--- config.mk ---
export PLATFORM = sky130hd
export DESIGN_NAME = sram_stream_reader
export DESIGN_NICKNAME = d
export VERILOG_FILES = /design/src/rtl/sram_stream_reader.sv
export SDC_FILE = /design/constraint.sdc
export NUM_CORES = 1
export LEC_CHECK = 0
export BUFFER_PORTS_ARGS = -buffer_cell sky130_fd_sc_hd__buf_2
export CAP_MARGIN = 20
export CORE_ASPECT_RATIO = 0.5
export CORE_MARGIN = 10
export CORE_UTILIZATION = 53
export CTS_CLUSTER_DIAMETER = 60
export DETAILED_ROUTE_END_ITERATION = 10
export PLACE_DENSITY_LB_ADDON = 0.25
export SLEW_MARGIN = 15
export SYNTH_ARGS = -nofsm -noshare
export SYNTH_HDL_FRONTEND = slang
export SYNTH_SLANG_ARGS = --single-unit
--- constraint.sdc ---
create_clock -name clka -period 4.1 [get_ports clka]
set_clock_uncertainty 0.1 [all_clocks]
set_input_delay 0.41 -clock clka [delete_from_list [all_inputs] [get_ports clka]]
set_output_delay 0.41 -clock clka [all_outputs]
set_load 0.1 [all_outputs]
--- src/rtl/sram_stream_reader.sv ---
`default_nettype none
// ---------------------------------------------------------------------------
// sram_stream_reader: SRAM read master streaming a command's words through a
// 2-entry output buffer with last-beat marking.                    Rev 1.0
// ---------------------------------------------------------------------------
module sram_stream_reader #(
  parameter int ADDR_WIDTH = 10,
  parameter int DATA_WIDTH = 256
) (
  input  logic                  clka,
  input  logic                  reset,
  input  logic                  cmd_valid,
  output logic                  cmd_ready,
  input  logic [ADDR_WIDTH-1:0] cmd_addr,
  input  logic [ADDR_WIDTH:0]   cmd_len,
  output logic                  mem_en,
  output logic [ADDR_WIDTH-1:0] mem_addr,
  input  logic [DATA_WIDTH-1:0] mem_rdata,
  output logic                  m_valid,
  input  logic                  m_ready,
  output logic [DATA_WIDTH-1:0] m_data,
  output logic                  m_last,
  output logic                  done
);

  typedef enum logic [1:0] {
    IDLE  = 2'd0,
    RUN   = 2'd1,
    DRAIN = 2'd2
  } state_t;

  state_t                state;
  logic [ADDR_WIDTH:0]   remaining;
  logic                  inflight;
  logic                  inflight_last;
  logic [1:0]            buf_cnt;
  logic [DATA_WIDTH-1:0] head_data;
  logic [DATA_WIDTH-1:0] tail_data;
  logic                  head_last;
  logic                  tail_last;

  logic       accept;
  logic       pop;
  logic       final_issue;
  logic [2:0] occ;

  assign cmd_ready = (state == IDLE);
  assign accept    = cmd_valid & cmd_ready;
  assign m_valid   = (buf_cnt != 2'd0);
  assign m_data    = head_data;
  assign m_last    = head_last;
  assign pop       = m_valid & m_ready;

  // Occupancy the buffer will hold after this edge; a read issued now lands one cycle later,
  // so keeping this below 2 is what guarantees the buffer never overflows.
  assign occ         = {1'b0, buf_cnt} + {2'b00, inflight} - {2'b00, pop};
  assign mem_en      = (state == RUN) && (remaining != '0) && (occ < 3'd2);
  assign final_issue = mem_en && (remaining == (ADDR_WIDTH+1)'(1));

  always_ff @(posedge clka) begin
    if (reset) begin
      state     <= IDLE;
      remaining <= '0;
      mem_addr  <= '0;
      done      <= 1'b0;
    end else begin
      done <= 1'b0;
      unique case (state)
        IDLE: begin
          if (accept) begin
            mem_addr  <= cmd_addr;
            remaining <= cmd_len;
            if (cmd_len == '0) begin
              done <= 1'b1;
            end else begin
              state <= RUN;
            end
          end
        end
        RUN: begin
          if (mem_en) begin
            mem_addr  <= mem_addr + ADDR_WIDTH'(1);
            remaining <= remaining - (ADDR_WIDTH+1)'(1);
            if (final_issue) begin
              state <= DRAIN;
            end
          end
        end
        DRAIN: begin
          if (pop && m_last) begin
            state <= IDLE;
            done  <= 1'b1;
          end
        end
        default: state <= IDLE;
      endcase
    end
  end

  always_ff @(posedge clka) begin
    if (reset) begin
      inflight      <= 1'b0;
      inflight_last <= 1'b0;
      buf_cnt       <= 2'd0;
      head_data     <= '0;
      tail_data     <= '0;
      head_last     <= 1'b0;
      tail_last     <= 1'b0;
    end else begin
      inflight      <= mem_en;
      inflight_last <= final_issue;
      unique case ({inflight, pop})
        2'b10: begin
          if (buf_cnt == 2'd0) begin
            head_data <= mem_rdata;
            head_last <= inflight_last;
          end else begin
            tail_data <= mem_rdata;
            tail_last <= inflight_last;
          end
          buf_cnt <= buf_cnt + 2'd1;
        end
        2'b01: begin
          head_data <= tail_data;
          head_last <= tail_last;
          buf_cnt   <= buf_cnt - 2'd1;
        end
        2'b11: begin
          if (buf_cnt == 2'd1) begin
            head_data <= mem_rdata;
            head_last <= inflight_last;
          end else begin
            head_data <= tail_data;
            head_last <= tail_last;
            tail_data <= mem_rdata;
            tail_last <= inflight_last;
          end
        end
        default: ;
      endcase
    end
  end

endmodule
`default_nettype wire

==> results of run 1 <==
-- through the flow --
| step | util | setup slack, ns | instance area (µm²) |
|---|---|---|---|
| floorplan | - | 0.487 | 21100 |
| global placement | 0.619 | 0.604 | 24200 |
| detailed placement | 0.619 | 0.489 | 24200 |
| CTS | 0.687 | 0.0643 | 26800 |
| global route | 0.687 | 0.0395 | 26800 |
| finish | 0.688 | 0.223 | 26900 |
-- how the worst max path moves through the flow --
stage               slack [ns]       start          end
finish                    0.22  buf_cnt[0]       mem_en
global route              0.04  buf_cnt[1]       mem_en
CTS                       0.06  buf_cnt[1]       mem_en
detailed placement        0.49  buf_cnt[1]  mem_addr[6]
global placement          0.60  buf_cnt[1]  mem_addr[1]
floorplan                 0.49  buf_cnt[1]       mem_en
-- cell type report --
type | instances | area (µm²) | area share
sequential | 542 | 10900 | 0.404
timing repair buffer | 701 | 4380 | 0.163
clock buffer | 58 | 1300 | 0.0483
tap | 530 | 663 | 0.0247
antenna | 15 | 37.5 | 0.00140
multi-input combinational | 1468 | 9330 | 0.347
inverter | 16 | 60.1 | 0.00224
clock inverter | 26 | 230 | 0.00857
-- sequential cells by signal, summed over array words and instances, names as in the netlist --
signal,count
m_data,256
tail_data,256
remaining,11
mem_addr,10
buf_cnt,2
state,2
done,1
inflight,1
inflight_last,1
m_last,1
tail_last,1
-- cell families after synthesis --
kind of cell,Yosys count,synth area share
DFF,542,0.515
xor gates and xnor gates,3,0.00125
buffers and inverters,231,0.0453
and+or+nand+nor,855,0.175
adders and majority gates,9,0.00570
muxes,259,0.123
AOI/OAI and AO/OA,342,0.135
-- critical path, cell delays in order (launching register included) --
cell	delay [ns]
dfxtp_1	0.41
inv_1	0.08
ha_1	0.31
nand2b_1	0.27
nor2_1	0.22
o21ai_0	0.17
fa_1	0.41
xnor2_1	0.25
nand2_1	0.20
nor3_2	0.18
buf_4	0.33
-- cell usage in the layout (no fill, tap or decap), types with 3 or more instances in the layout --
cell           Yosys  layout
a211oi_1          12      12
bufinv_16          0       3
nand3_1            5       5
o311ai_0           3       3
clkbuf_16          0      47
buf_4              0      24
a21oi_1           15      12
a311oi_1           3       3
a31oi_1            9       9
o31ai_1            7       7
ha_1               8       8
nor2_1           529     529
clkbuf_8           0       8
buf_12             0      17
clkinv_4           0       3
o22ai_1            4       4
o31a_2             3       3
diode_2            0      15
clkinvlp_4         0       4
buf_2             59     549
a21oi_4            0       3
nand2b_1           4       4
dlygate4sd3_1      0     110
dfxtp_1          542     542
clkinv_2           0      15
nor4_1             7       7
or2_2              4       3
nand2_1           18      18
inv_1             15      15
mux2i_1          259     259
nand4_1            4       4
o21ai_0           11      11
o32ai_1            3       3
nor3_1           264     263
clkbuf_1         149       3
a221oi_1         257     257
-- per-layer routing --
layer | vias to the layer above | global-route usage
met1 | 9500 | 0.298
met5 | - | 0
met4 | 2 | 0.135
met2 | 675 | 0.452
li1 | 9228 | -
met3 | 201 | 0.0462
-- what timing repair did --
item                       4_1_cts  5_1_grt
setup endpoints to repair        0        1
gates resized for setup          0        2
hold buffers                   110        0
hold endpoints to repair       110        0
==> reports/results.txt, run 1 <==
post-synthesis cell type count -> 57
dominant cell type by area after synthesis -> dfxtp_1
Remaining Overflow, GRT -> 0
Commonest cells post-synth -> dfxtp_1 (542), nor2_1 (529), nor3_1 (264)
register area share after synthesis -> 0.515
critical path startpoint category -> flop
worst hold endpoint -> tail_data[30]
Ys Warns -> 0
min-delay src -> mem_rdata[30]
pin count of the biggest net entering global routing -> 160
top post-synthesis cells by area -> dfxtp_1 (51%), mux2i_1 (12%), a221oi_1 (11%), nor2_1 (9.4%), nor3_1 (6.3%)
internal reg-to-reg setup slack -> 0.43 ns
CTS tree -> yes
Top Metal Used -> met5
setup bufs post-CTS -> 0
CTS Buffer Depth -> 3
Peak Freq -> 258 MHz
run status -> completed
detailed-routing wirelength on met1 -> 25600 µm
syn_area_per_cell -> 9.41 µm²
routed wl met2 -> 34500 µm
Setup CP Type -> reg -> out
drt pass-1 iters -> 7
Area Overhead vs Synth -> 27.4%
total track usage -> 0.258
standard-cell rows -> 51
layout cells sized above 1 -> 0.246
Final HPWL DP -> 43400 µm
RR Startpoint -> buf_cnt[0]
CTS Sinks -> 542
top-count cell post-synth -> dfxtp_1
Max-slew headroom -> 0.304
Inst Count DP -> 3147
worst hold slack -> 0.0195 ns
r2r endpoint -> mem_addr[6]
vias in the first global route -> 19.3k
vias per cell -> 5.84
Crit Path Max Fanout -> 6
Top FF cell, synth -> dfxtp_1
Hold Path Cell Cnt -> 3
TritonCTS buffer count -> 46
HP Class -> in -> reg
clk root buf -> clkbuf_16
Initial DRC Count -> 1516
Syn Nets -> 2531
DIE WIDTH -> 302 µm
clk_lat worst skew -> 0.54 ns
Total Routed Length -> 67100 µm
via count -> 19.6k
#FFs+latches synth -> 542
CP endpoint kind -> output port
Post-synth EDFFs -> 0
Non-Filler Instances -> 3356
clk slew on worst S/H paths -> 0.07 ns
drt drc -> 0
Tmin final -> 3.88 ns
TNS Setup -> 0 ns
core area -> 0.0391 mm²
DR WL/cell -> 20.0 µm
RSZ-0062 raised after global routing -> no
worst-margin pin slew -> 1.04 ns
fin. max-slew vios -> 0
initial antenna violation count -> 14
Reg2Reg Depth -> 11
number of max-cap violations -> 0
Final GP Congestion -> 0.855
final hold vios -> 0
Initial Util -> 0.540
final period utilization -> 0.946
Port-buffer cells -> 551
htree depth -> 2
nets@finish -> 3065
Die ar. -> 0.0486 mm²
routed wl met3 -> 3730 µm
final setup fails -> 0
die height -> 161 µm
Top-Level Pins -> 552
Cells after Synth -> 2241
first-pass GRT wire length -> 105000 µm
Worst Path Arrival -> 3.37 ns
Synth top area share -> 0.515
number of routed nets with antenna violations -> 0
async set-reset flop share out of synthesis -> 0
mapped cell area -> 0.0211 mm²
worst endpoint required time -> 3.59 ns
Fillers -> 3061
Power of run 1 is not shown: default switching activity piles up to over one toggle a cycle in this logic, so the estimate is an artifact.
==> run 2, diff against run 1 <==
--- a/config.mk
+++ b/config.mk
@@ -5,13 +5,13 @@
 export SDC_FILE = /design/constraint.sdc
 export NUM_CORES = 1
 export LEC_CHECK = 0
-export BUFFER_PORTS_ARGS = -buffer_cell sky130_fd_sc_hd__buf_2
 export CAP_MARGIN = 20
 export CORE_ASPECT_RATIO = 0.5
 export CORE_MARGIN = 10
-export CORE_UTILIZATION = 53
+export CORE_UTILIZATION = 55
 export CTS_CLUSTER_DIAMETER = 60
 export DETAILED_ROUTE_END_ITERATION = 10
+export DONT_BUFFER_PORTS = 1
 export PLACE_DENSITY_LB_ADDON = 0.25
 export SLEW_MARGIN = 15
 export SYNTH_ARGS = -nofsm -noshare
==> reports/results.txt, run 2 (synthesis results as in run 1) <==
PD cells -> 957 mW/mm²
total track usage -> 0.296
DIE WIDTH -> 297 µm
Die ar. -> 0.0470 mm²
clk_lat worst skew -> 0.55 ns
drt pass-1 iters -> 6
Total Routed Length -> 74000 µm
Worst Path Arrival -> 3.24 ns
core area -> 0.0376 mm²
number of max-cap violations -> 0
CTS Buffer Depth -> 3
CP max stage cell -> fa_1
number of routed nets with antenna violations -> 0
crit-path most repeated cell -> inv_1
vias per cell -> 6.26
clk root buf -> clkbuf_16
worst-margin pin slew -> 1.13 ns
run status -> completed
pin count of the biggest net entering global routing -> 344
final setup fails -> 0
die height -> 158 µm
Initial DRC Count -> 2019
internal reg-to-reg setup slack -> 0.48 ns
CP endpoint kind -> output port
most common cell after layout, fill and taps aside -> dfxtp_1
final period utilization -> 0.915
Setup CP Type -> reg -> out
Max-slew headroom -> 0.245
Final GP Congestion -> 0.852
CTS tree -> yes
TritonCTS buffer count -> 46
layout cells sized above 1 -> 0.0520
Top-Level Pins -> 552
commonest non-fill, non-tap cells in the layout -> dfxtp_1 (542), nor2_1 (527), dlygate4sd3_1 (505)
Peak Freq -> 266 MHz
via count -> 19.9k
total power draw -> 0.0268 W
worst endpoint required time -> 3.59 ns
RSZ-0062 raised after global routing -> no
fin area -> 0.0280 mm²
Crit Path Max Fanout -> 6
crit-path cells -> inv_1, ha_2, nand2b_1, inv_1, nor2_1, o21ai_0, fa_1, xnor2_1, nand2_1, nor3_4, buf_4
Final HPWL DP -> 39900 µm
final hold vios -> 0
register area -> 0.0109 mm²
slowest stage delay, CP -> 0.42 ns
first-pass GRT wire length -> 114000 µm
clk slew on worst S/H paths -> 0.07 ns
vias in the first global route -> 20.1k
htree depth -> 2
TNS Setup -> 0 ns
Crit path max-delay family -> simple AND/OR/NAND/NOR gates
area of the multi-input gates -> 0.00935 mm²
Remaining Overflow, GRT -> 0
fin. max-slew vios -> 0
placed cell areas -> 0.0213 mm²
standard-cell rows -> 50
CTS Sinks -> 542
Area Overhead vs Synth -> 33.0%
HP Class -> in -> reg
DR WL/cell -> 23.3 µm
Initial Util -> 0.561
Fillers -> 2531
Tmin final -> 3.75 ns
Port-buffer cells -> 0
Buf/Inv on CP -> 3
nets@finish -> 2908
P_leak -> 10.9 nW
drt drc -> 0
initial antenna violation count -> 3
maximum vdd drop -> 0.000667 V
critical path startpoint category -> flop
run 2: area by class of cell:
cell class,instances,share of cell area
sequential,542,0.387
multi-input combinational,1468,0.333
clock inverter,18,0.00799
antenna,3,0.000268
tap,520,0.0232
inverter,16,0.00214
timing repair buffer,544,0.197
clock buffer,67,0.0493
run 2: path summary, 6_finish.rpt:
check,start,endpoint,depth (start not counted)
worst min-delay path,mem_rdata[87],m_data[87],2
worst min register to register,tail_data[224],tail_data[224],2
worst max register to register,buf_cnt[1],m_data[126],10
worst max-delay path,buf_cnt[1],mem_en,11
run 2: metrics by stage:
step	utilization	cells	hold WS, ns	setup slack [ns]
final	0.746	3178	0.00576	0.347
after CTS	0.745	3175	0.0000429	0.0330
after floorplan	-	2241	0.362	0.487
after global routing	0.746	3178	0.00217	0.0831
after detailed placement	0.567	2584	0.382	0.591
after global placement	0.567	2584	0.373	0.665
run 2: power breakdown:
group	internal, W	total, W	switching (W)
combinational	0.00258	0.00627	0.00369
sequential	0.00659	0.0158	0.00925
clock	0.00267	0.00471	0.00204
total	0.0118	0.0268	0.0150
run 2: layer usage:
layer / global-route usage / up-vias / wire, µm
li1: - / 8890 / -
met1: 0.327 / 9593 / 26200
met2: 0.502 / 1084 / 36200
met3: 0.0724 / 334 / 5830
met4: 0.213 / 0 / 5690
met5: 0 / - / 0
run 2: repair_timing:
action,in CTS,in global routing
setup buffers,0,0
setup endpoints to repair,0,9
gates resized for setup,0,3
endpoints found under the hold margin,539,0
hold buffers,506,0
(Power assumes the default switching activity.)
